## config.mk

```make
export PLATFORM = sky130hd
export DESIGN_NAME = ritc_bit_control_decoder
export DESIGN_NICKNAME = d
export VERILOG_FILES = /design/src/rtl/ritc_ctrl_pkg.sv /design/src/rtl/ritc_onehot_decode.sv /design/src/rtl/ritc_bit_control_decoder.sv
export SDC_FILE = /design/constraint.sdc
export NUM_CORES = 1
export LEC_CHECK = 0
export CAP_MARGIN = 30
export CORE_ASPECT_RATIO = 0.5
export CORE_MARGIN = 2
export CORE_UTILIZATION = 62
export DETAILED_ROUTE_END_ITERATION = 8
export PLACE_DENSITY = 0.83
export SLEW_MARGIN = 0
export SYNTH_ARGS = -nofsm -noshare
export SYNTH_HDL_FRONTEND = slang
export SYNTH_HIERARCHICAL = 1
export SYNTH_SLANG_ARGS = --single-unit
```

## constraint.sdc

```tcl
create_clock -name clk_i -period 3.7 [get_ports clk_i]
set_clock_uncertainty 0.2 [all_clocks]
set_input_delay 0.74 -clock clk_i [delete_from_list [all_inputs] [get_ports clk_i]]
set_output_delay 0.74 -clock clk_i [all_outputs]
set_load 0.02 [all_outputs]
```

## src/rtl/ritc_ctrl_pkg.sv

```systemverilog
// ----------------------------------------------------------------------------
// ritc_ctrl_pkg
// Shared constants and types for the RITC bit-control stream.
// Frame layout in the receive shifter (first-received data bit at index 0):
//   [0]      bitslip
//   [1..5]   delay[4] .. delay[0]
//   [6..37]  channel select bit 31 .. bit 0
//   [38..69] bit select bit 31 .. bit 0
// ----------------------------------------------------------------------------
package ritc_ctrl_pkg;

    localparam int unsigned FRAME_BITS  = 70;
    localparam int unsigned BITSLIP_POS = 0;
    localparam int unsigned DELAY_MSB   = 1;
    localparam int unsigned CHAN_MSB    = 6;
    localparam int unsigned BIT_MSB     = 38;

    localparam int unsigned DELAY_W = 5;
    localparam int unsigned FIELD_W = 32;

    localparam logic [3:0] BROADCAST_BIT_ADDR = 4'd13;

    typedef enum logic {
        ST_IDLE  = 1'b0,
        ST_SHIFT = 1'b1
    } state_t;

    // Fields arrive MSB first, so they land bit-reversed in the shifter.
    function automatic logic [FIELD_W-1:0] rev_field(input logic [FIELD_W-1:0] v);
        logic [FIELD_W-1:0] r;
        r = '0;
        for (int unsigned i = 0; i < FIELD_W; i++) begin
            r[i] = v[FIELD_W-1-i];
        end
        return r;
    endfunction

    function automatic logic [DELAY_W-1:0] rev_delay(input logic [DELAY_W-1:0] v);
        logic [DELAY_W-1:0] r;
        r = '0;
        for (int unsigned i = 0; i < DELAY_W; i++) begin
            r[i] = v[DELAY_W-1-i];
        end
        return r;
    endfunction

endpackage

```

## src/rtl/ritc_onehot_decode.sv

```systemverilog
// ----------------------------------------------------------------------------
// ritc_onehot_decode
// Combinational decode of a 32-bit one-hot select field.
//   field_i : select field (bit n set selects index n)
//   idx_o   : lowest set index (0 when the field is empty)
//   zero_o  : no bit set
//   multi_o : two or more bits set
// ----------------------------------------------------------------------------
module ritc_onehot_decode (
    input  logic [31:0] field_i,
    output logic [4:0]  idx_o,
    output logic        zero_o,
    output logic        multi_o
);

    logic w_found;

    always_comb begin
        idx_o   = '0;
        w_found = 1'b0;
        for (int unsigned i = 0; i < 32; i++) begin
            if (field_i[i] && !w_found) begin
                idx_o   = 5'(i);
                w_found = 1'b1;
            end
        end
    end

    assign zero_o  = ~|field_i;
    // Clearing the lowest set bit leaves something only if 2+ bits were set.
    assign multi_o = |(field_i & (field_i - 32'd1));

endmodule

```

## src/rtl/ritc_bit_control_decoder.sv

```systemverilog
// ----------------------------------------------------------------------------
// ritc_bit_control_decoder
// Receive-side decoder for the serial RITC bit-control stream. Waits for a
// start bit on ctrl_i, deserialises the FRAME_BITS data bits that follow,
// and presents the decoded command with a one-cycle valid_o strobe.
//   clk_i        system clock
//   rst_i        synchronous active-high reset
//   ctrl_i       serial control line, idle low
//   valid_o      one-cycle strobe, decoded fields valid
//   bitslip_o    frame bitslip bit
//   delay_o      decoded delay
//   chan_addr_o  decoded channel index
//   bit_addr_o   decoded bit index (13 when broadcast)
//   broadcast_o  bit field held two or more ones
//   err_o        frame malformed (qualified by valid_o)
//   busy_o       frame being received
// ----------------------------------------------------------------------------
module ritc_bit_control_decoder #(
    parameter int unsigned FRAME_BITS = ritc_ctrl_pkg::FRAME_BITS
) (
    input  logic       clk_i,
    input  logic       rst_i,
    input  logic       ctrl_i,
    output logic       valid_o,
    output logic       bitslip_o,
    output logic [4:0] delay_o,
    output logic [2:0] chan_addr_o,
    output logic [3:0] bit_addr_o,
    output logic       broadcast_o,
    output logic       err_o,
    output logic       busy_o
);

    import ritc_ctrl_pkg::*;

    state_t                r_state;
    logic [6:0]            r_cnt;
    logic [FRAME_BITS-1:0] r_shift;
    logic [FRAME_BITS-1:0] r_hold;
    logic                  r_hold_vld;

    logic [FRAME_BITS-1:0] w_shift_next;
    logic [FIELD_W-1:0]    w_chan_field;
    logic [FIELD_W-1:0]    w_bit_field;
    logic [DELAY_W-1:0]    w_delay;
    logic [4:0]            w_ch_idx;
    logic                  w_ch_zero;
    logic                  w_ch_multi;
    logic [4:0]            w_b_idx;
    logic                  w_b_zero;
    logic                  w_b_multi;
    logic                  w_chan_err;
    logic                  w_bit_err;
    logic [3:0]            w_bit_addr;

    assign w_shift_next = {ctrl_i, r_shift[FRAME_BITS-1:1]};

    assign w_delay      = rev_delay(r_hold[DELAY_MSB +: DELAY_W]);
    assign w_chan_field = rev_field(r_hold[CHAN_MSB +: FIELD_W]);
    assign w_bit_field  = rev_field(r_hold[BIT_MSB +: FIELD_W]);

    ritc_onehot_decode u_chan_dec (
        .field_i (w_chan_field),
        .idx_o   (w_ch_idx),
        .zero_o  (w_ch_zero),
        .multi_o (w_ch_multi)
    );

    ritc_onehot_decode u_bit_dec (
        .field_i (w_bit_field),
        .idx_o   (w_b_idx),
        .zero_o  (w_b_zero),
        .multi_o (w_b_multi)
    );

    always_comb begin
        w_chan_err = w_ch_zero | w_ch_multi | (w_ch_idx > 5'd7);
        w_bit_err  = w_b_zero | (!w_b_multi && (w_b_idx > 5'd15));
        w_bit_addr = w_b_multi ? BROADCAST_BIT_ADDR : w_b_idx[3:0];
    end

    always_ff @(posedge clk_i) begin
        if (rst_i) begin
            r_state     <= ST_IDLE;
            r_cnt       <= '0;
            r_shift     <= '0;
            r_hold      <= '0;
            r_hold_vld  <= 1'b0;
            valid_o     <= 1'b0;
            bitslip_o   <= 1'b0;
            delay_o     <= '0;
            chan_addr_o <= '0;
            bit_addr_o  <= '0;
            broadcast_o <= 1'b0;
            err_o       <= 1'b0;
        end else begin
            valid_o    <= r_hold_vld;
            r_hold_vld <= 1'b0;

            // Decode runs off the hold register one cycle after it loads,
            // leaving the shifter free for an immediately following frame.
            if (r_hold_vld) begin
                bitslip_o   <= r_hold[BITSLIP_POS];
                delay_o     <= w_delay;
                chan_addr_o <= w_ch_idx[2:0];
                bit_addr_o  <= w_bit_addr;
                broadcast_o <= w_b_multi;
                err_o       <= w_chan_err | w_bit_err;
            end

            case (r_state)
                ST_IDLE: begin
                    if (ctrl_i) begin
                        r_state <= ST_SHIFT;
                        r_cnt   <= '0;
                    end
                end
                ST_SHIFT: begin
                    r_shift <= w_shift_next;
                    r_cnt   <= r_cnt + 7'd1;
                    if (r_cnt == 7'(FRAME_BITS - 1)) begin
                        r_hold     <= w_shift_next;
                        r_hold_vld <= 1'b1;
                        r_state    <= ST_IDLE;
                    end
                end
                default: r_state <= ST_IDLE;
            endcase
        end
    end

    assign busy_o = (r_state == ST_SHIFT);

endmodule

```

==> reports/qor.yml <==
status: "complete, no violations"
antenna_cells: 0
netlist_area_um2: 8170
synthArstFlopShare_pct: 0
cp.arrival_ps: 3540
ir_drop_v: 0.000234
syn_avg_cell_area_um2: 9.35
yosysMostFrequentCell: "dfxtp_1"
core_area_um2: 12800
globalplace.congestion: 0.907
holdPathEnd: "r_hold[5]$_SDFFE_PP0P_"
r2r_start: "r_hold[65]$_SDFFE_PP0P_"
start_util_pct: 63.9
die_area_um2: 14200
via_count: 6052
synth_top_family_by_area: "simple AND/OR/NAND/NOR gates"
clkPwrFrac_pct: 48.7
cts_sinks: 164
fin_ws_ps: 229
cts_tree: "yes"
slew_viol_final: 0
muxShareOfSynthArea_pct: 18.4
rsz0062_at_grt: "false"
reg2reg_to: "bit_addr_o[0]$_SDFFE_PP0P_"
yosys-top-cells-area: "dfxtp_1, mux2i_1, nand2b_1"
pin_count: 20
rows: 29
ys_seq_elements: 164
die_w_um: 166
cp_slowest_cell: "or4_1"
cap_violations: 0
r2r_setup_slack_ps: 230
grt_antenna_before_repair: 0
yosysWarnings: 6
slew_headroom_pct: 34.6
fin_crit_sh_pct: 93.8
netSwitchingPower_uw: 787
place_worst_setup_slack_ps: 144
powerDensity_nw_per_um2: 410
grt_max_degree: 87
startpoint_type: "flop"
synthDistinctLibCells: 54
insertion_delay_ps: 420
min_period_ps: 3470
synth_common_cells: "dfxtp_1, mux2i_1, nand2b_1"
critPathMaxFanout: 10
grt_usage_pct: 23.6
synth_top_area_share_pct: 40.2
holdWs_ps: 279
comb_power_share_pct: 2.9
synthFlopType: "dfxtp_1"
critPathMaxStageDelay_ps: 650
cp_cell_sequence: "or4_1 > or3_4 > maj3_2 > a221oi_2 > nand4_1 > or4_1 > nand2b_1 > o22ai_1 > nor2_1"
synth-edff-count: 0
yosysTopAreaCell: "dfxtp_1"
reg2regPathDepth: 9
grt_pass1_vias: 5732
syn-num-nets: 878
drive_gt1_share_pct: 7.55
drt_pass1_iterations: 5
synth-simple-area-share_pct: 26.0
critPathRequiredTime_ps: 3770
timing.fmax_mhz: 288
synth-xor-area-share_pct: 0.107
p_int_mw: 2.89
grt-ovfl-total: 0
hold_depth: 2
grt_pass1_wl_um: 27700
p_seq_share_pct: 48.4
fin_tns_setup_ps: 0
switching_share_pct: 21.4
cp-end-kind: "flop"
path_class: "flop to flop"
cts-root-buf: "clkbuf_16"
die-height_um: 85.2
yosysSeqAreaShare_pct: 40.2
hold_path.class: "flop to flop"
clockBufferDepth: 2
cts.clk_slew.worst_paths_ps: 70
ant_nets: 0
syn_inst: 873
wl_per_cell_um: 15.2
drc: 0
io_buffers: 19
numCtsBuffers: 17
nets: 880
finalHoldViolCount: 0
via_per_inst: 5.72
dr.first_iter.drc_count: 383
worstMarginPinSlew_ps: 979
cts_max_level: 4
crit_top_cell: "or4_1"
synth_fa_ha_area_share_pct: 1.07
hold_buffers: 0
syn2layout_area_growth_pct: 9.91
routed_wl_um: 16100
min_from: "r_hold[5]$_SDFFE_PP0P_"
hpwl_um: 10700
finalSetupViolations: 0
p_leak_nw: 3.20
synth_compound_area_share_pct: 8.86
-- cells by family (layout without fill, tap and decap cells) --
logic type / Yosys count / count (layout)
AOI/OAI and AO/OA: 100 / 100
xor gates and xnor gates: 1 / 1
adders and majority gates: 8 / 8
buffers and inverters: 64 / 79
DFF: 164 / 164
muxes: 150 / 150
and+or+nand+nor: 386 / 386
-- flip-flops by register name, indices dropped and copies added, names as in the netlist --
register and count:
r_hold 70, r_shift 69, r_cnt 7, delay_o 5, bit_addr_o 4, chan_addr_o 3, bitslip_o 1, broadcast_o 1
busy_o 1, err_o 1, r_hold_vld 1, valid_o 1
-- placed cells by master, fill, tap and decap left out, types with 13 or more instances in the layout --
master / n
clkdlybuf4s50_1: 18
nor4_1: 18
nand2b_1: 147
nor2_1: 125
o21ai_0: 20
nand3_1: 13
dfxtp_1: 163
nand2_1: 14
clkbuf_16: 17
mux2i_1: 150
a21oi_1: 22
-- critical path, delay by kind of cell (launching register included) --
| kind | cells | cell delay [ps] |
|---|---|---|
| and+or+nand+nor | 6 | 2010 |
| adders and majority gates | 1 | 320 |
| DFF | 1 | 400 |
| AOI/OAI and AO/OA | 2 | 380 |
-- power groups by stage --
stage          clock [mW]  sequential [mW]  combinational, mW
3_5_place_dp            0             1.82              0.107
5_1_grt              1.90             1.78              0.114
3_3_place_gp            0             1.82              0.106
4_1_cts              1.82             1.78              0.107
2_1_floorplan           0             1.81              0.102
6_report             1.79             1.78              0.106
-- timing repair --
item                       CTS  global route
hold endpoints to repair     0             0
setup endpoints to repair    0             4
buffers inserted             0             4
resized for setup            0             1
-- metrics by stage --
step	std cells	power [mW]	area [µm²]	util (%)
2_1_floorplan	873	1.91	8170	-
3_3_place_gp	1022	1.93	8330	65.3
3_5_place_dp	1022	1.93	8330	65.3
4_1_cts	1054	3.71	8940	70.0
5_1_grt	1058	3.79	8970	70.3
6_report	1058	3.68	8970	70.3
-- how the worst max path moves through the flow --
| stage | slack (ps) | start | depth (start not counted) | endpoint |
|---|---|---|---|---|
| after floorplan | 560 | r_hold[67]$_SDFFE_PP0P_ | 10 | err_o$_SDFFE_PP0P_ |
| after global placement | 200 | r_hold[67]$_SDFFE_PP0P_ | 9 | bit_addr_o[0]$_SDFFE_PP0P_ |
| after detailed placement | 140 | r_hold[67]$_SDFFE_PP0P_ | 9 | bit_addr_o[3]$_SDFFE_PP0P_ |
| after CTS | 50 | r_hold[67]$_SDFFE_PP0P_ | 9 | bit_addr_o[0]$_SDFFE_PP0P_ |
| after global routing | 50 | r_hold[58]$_SDFFE_PP0P_ | 10 | bit_addr_o[0]$_SDFFE_PP0P_ |
| final | 230 | r_hold[65]$_SDFFE_PP0P_ | 9 | bit_addr_o[0]$_SDFFE_PP0P_ |
-- per-layer routing --
metal | vias up | share of wire (%) | global-route usage [%]
li1 | 3076 | - | -
met1 | 2863 | 50 | 31.7
met2 | 96 | 46 | 39.2
met3 | 17 | 3.2 | 4.76
met4 | 0 | 1.3 | 6.90
met5 | - | 0 | 0
-- area by class of cell --
type | count | area [µm²]
clock buffers | 22 | 484
fillers | 1014 | 3800
repair buffers | 35 | 370
clock inverters | 10 | 123
multi-input cells | 645 | 4450
well taps | 170 | 213
flip-flops and latches | 164 | 3290
inverters | 12 | 45.0
(Power assumes the default switching activity.)
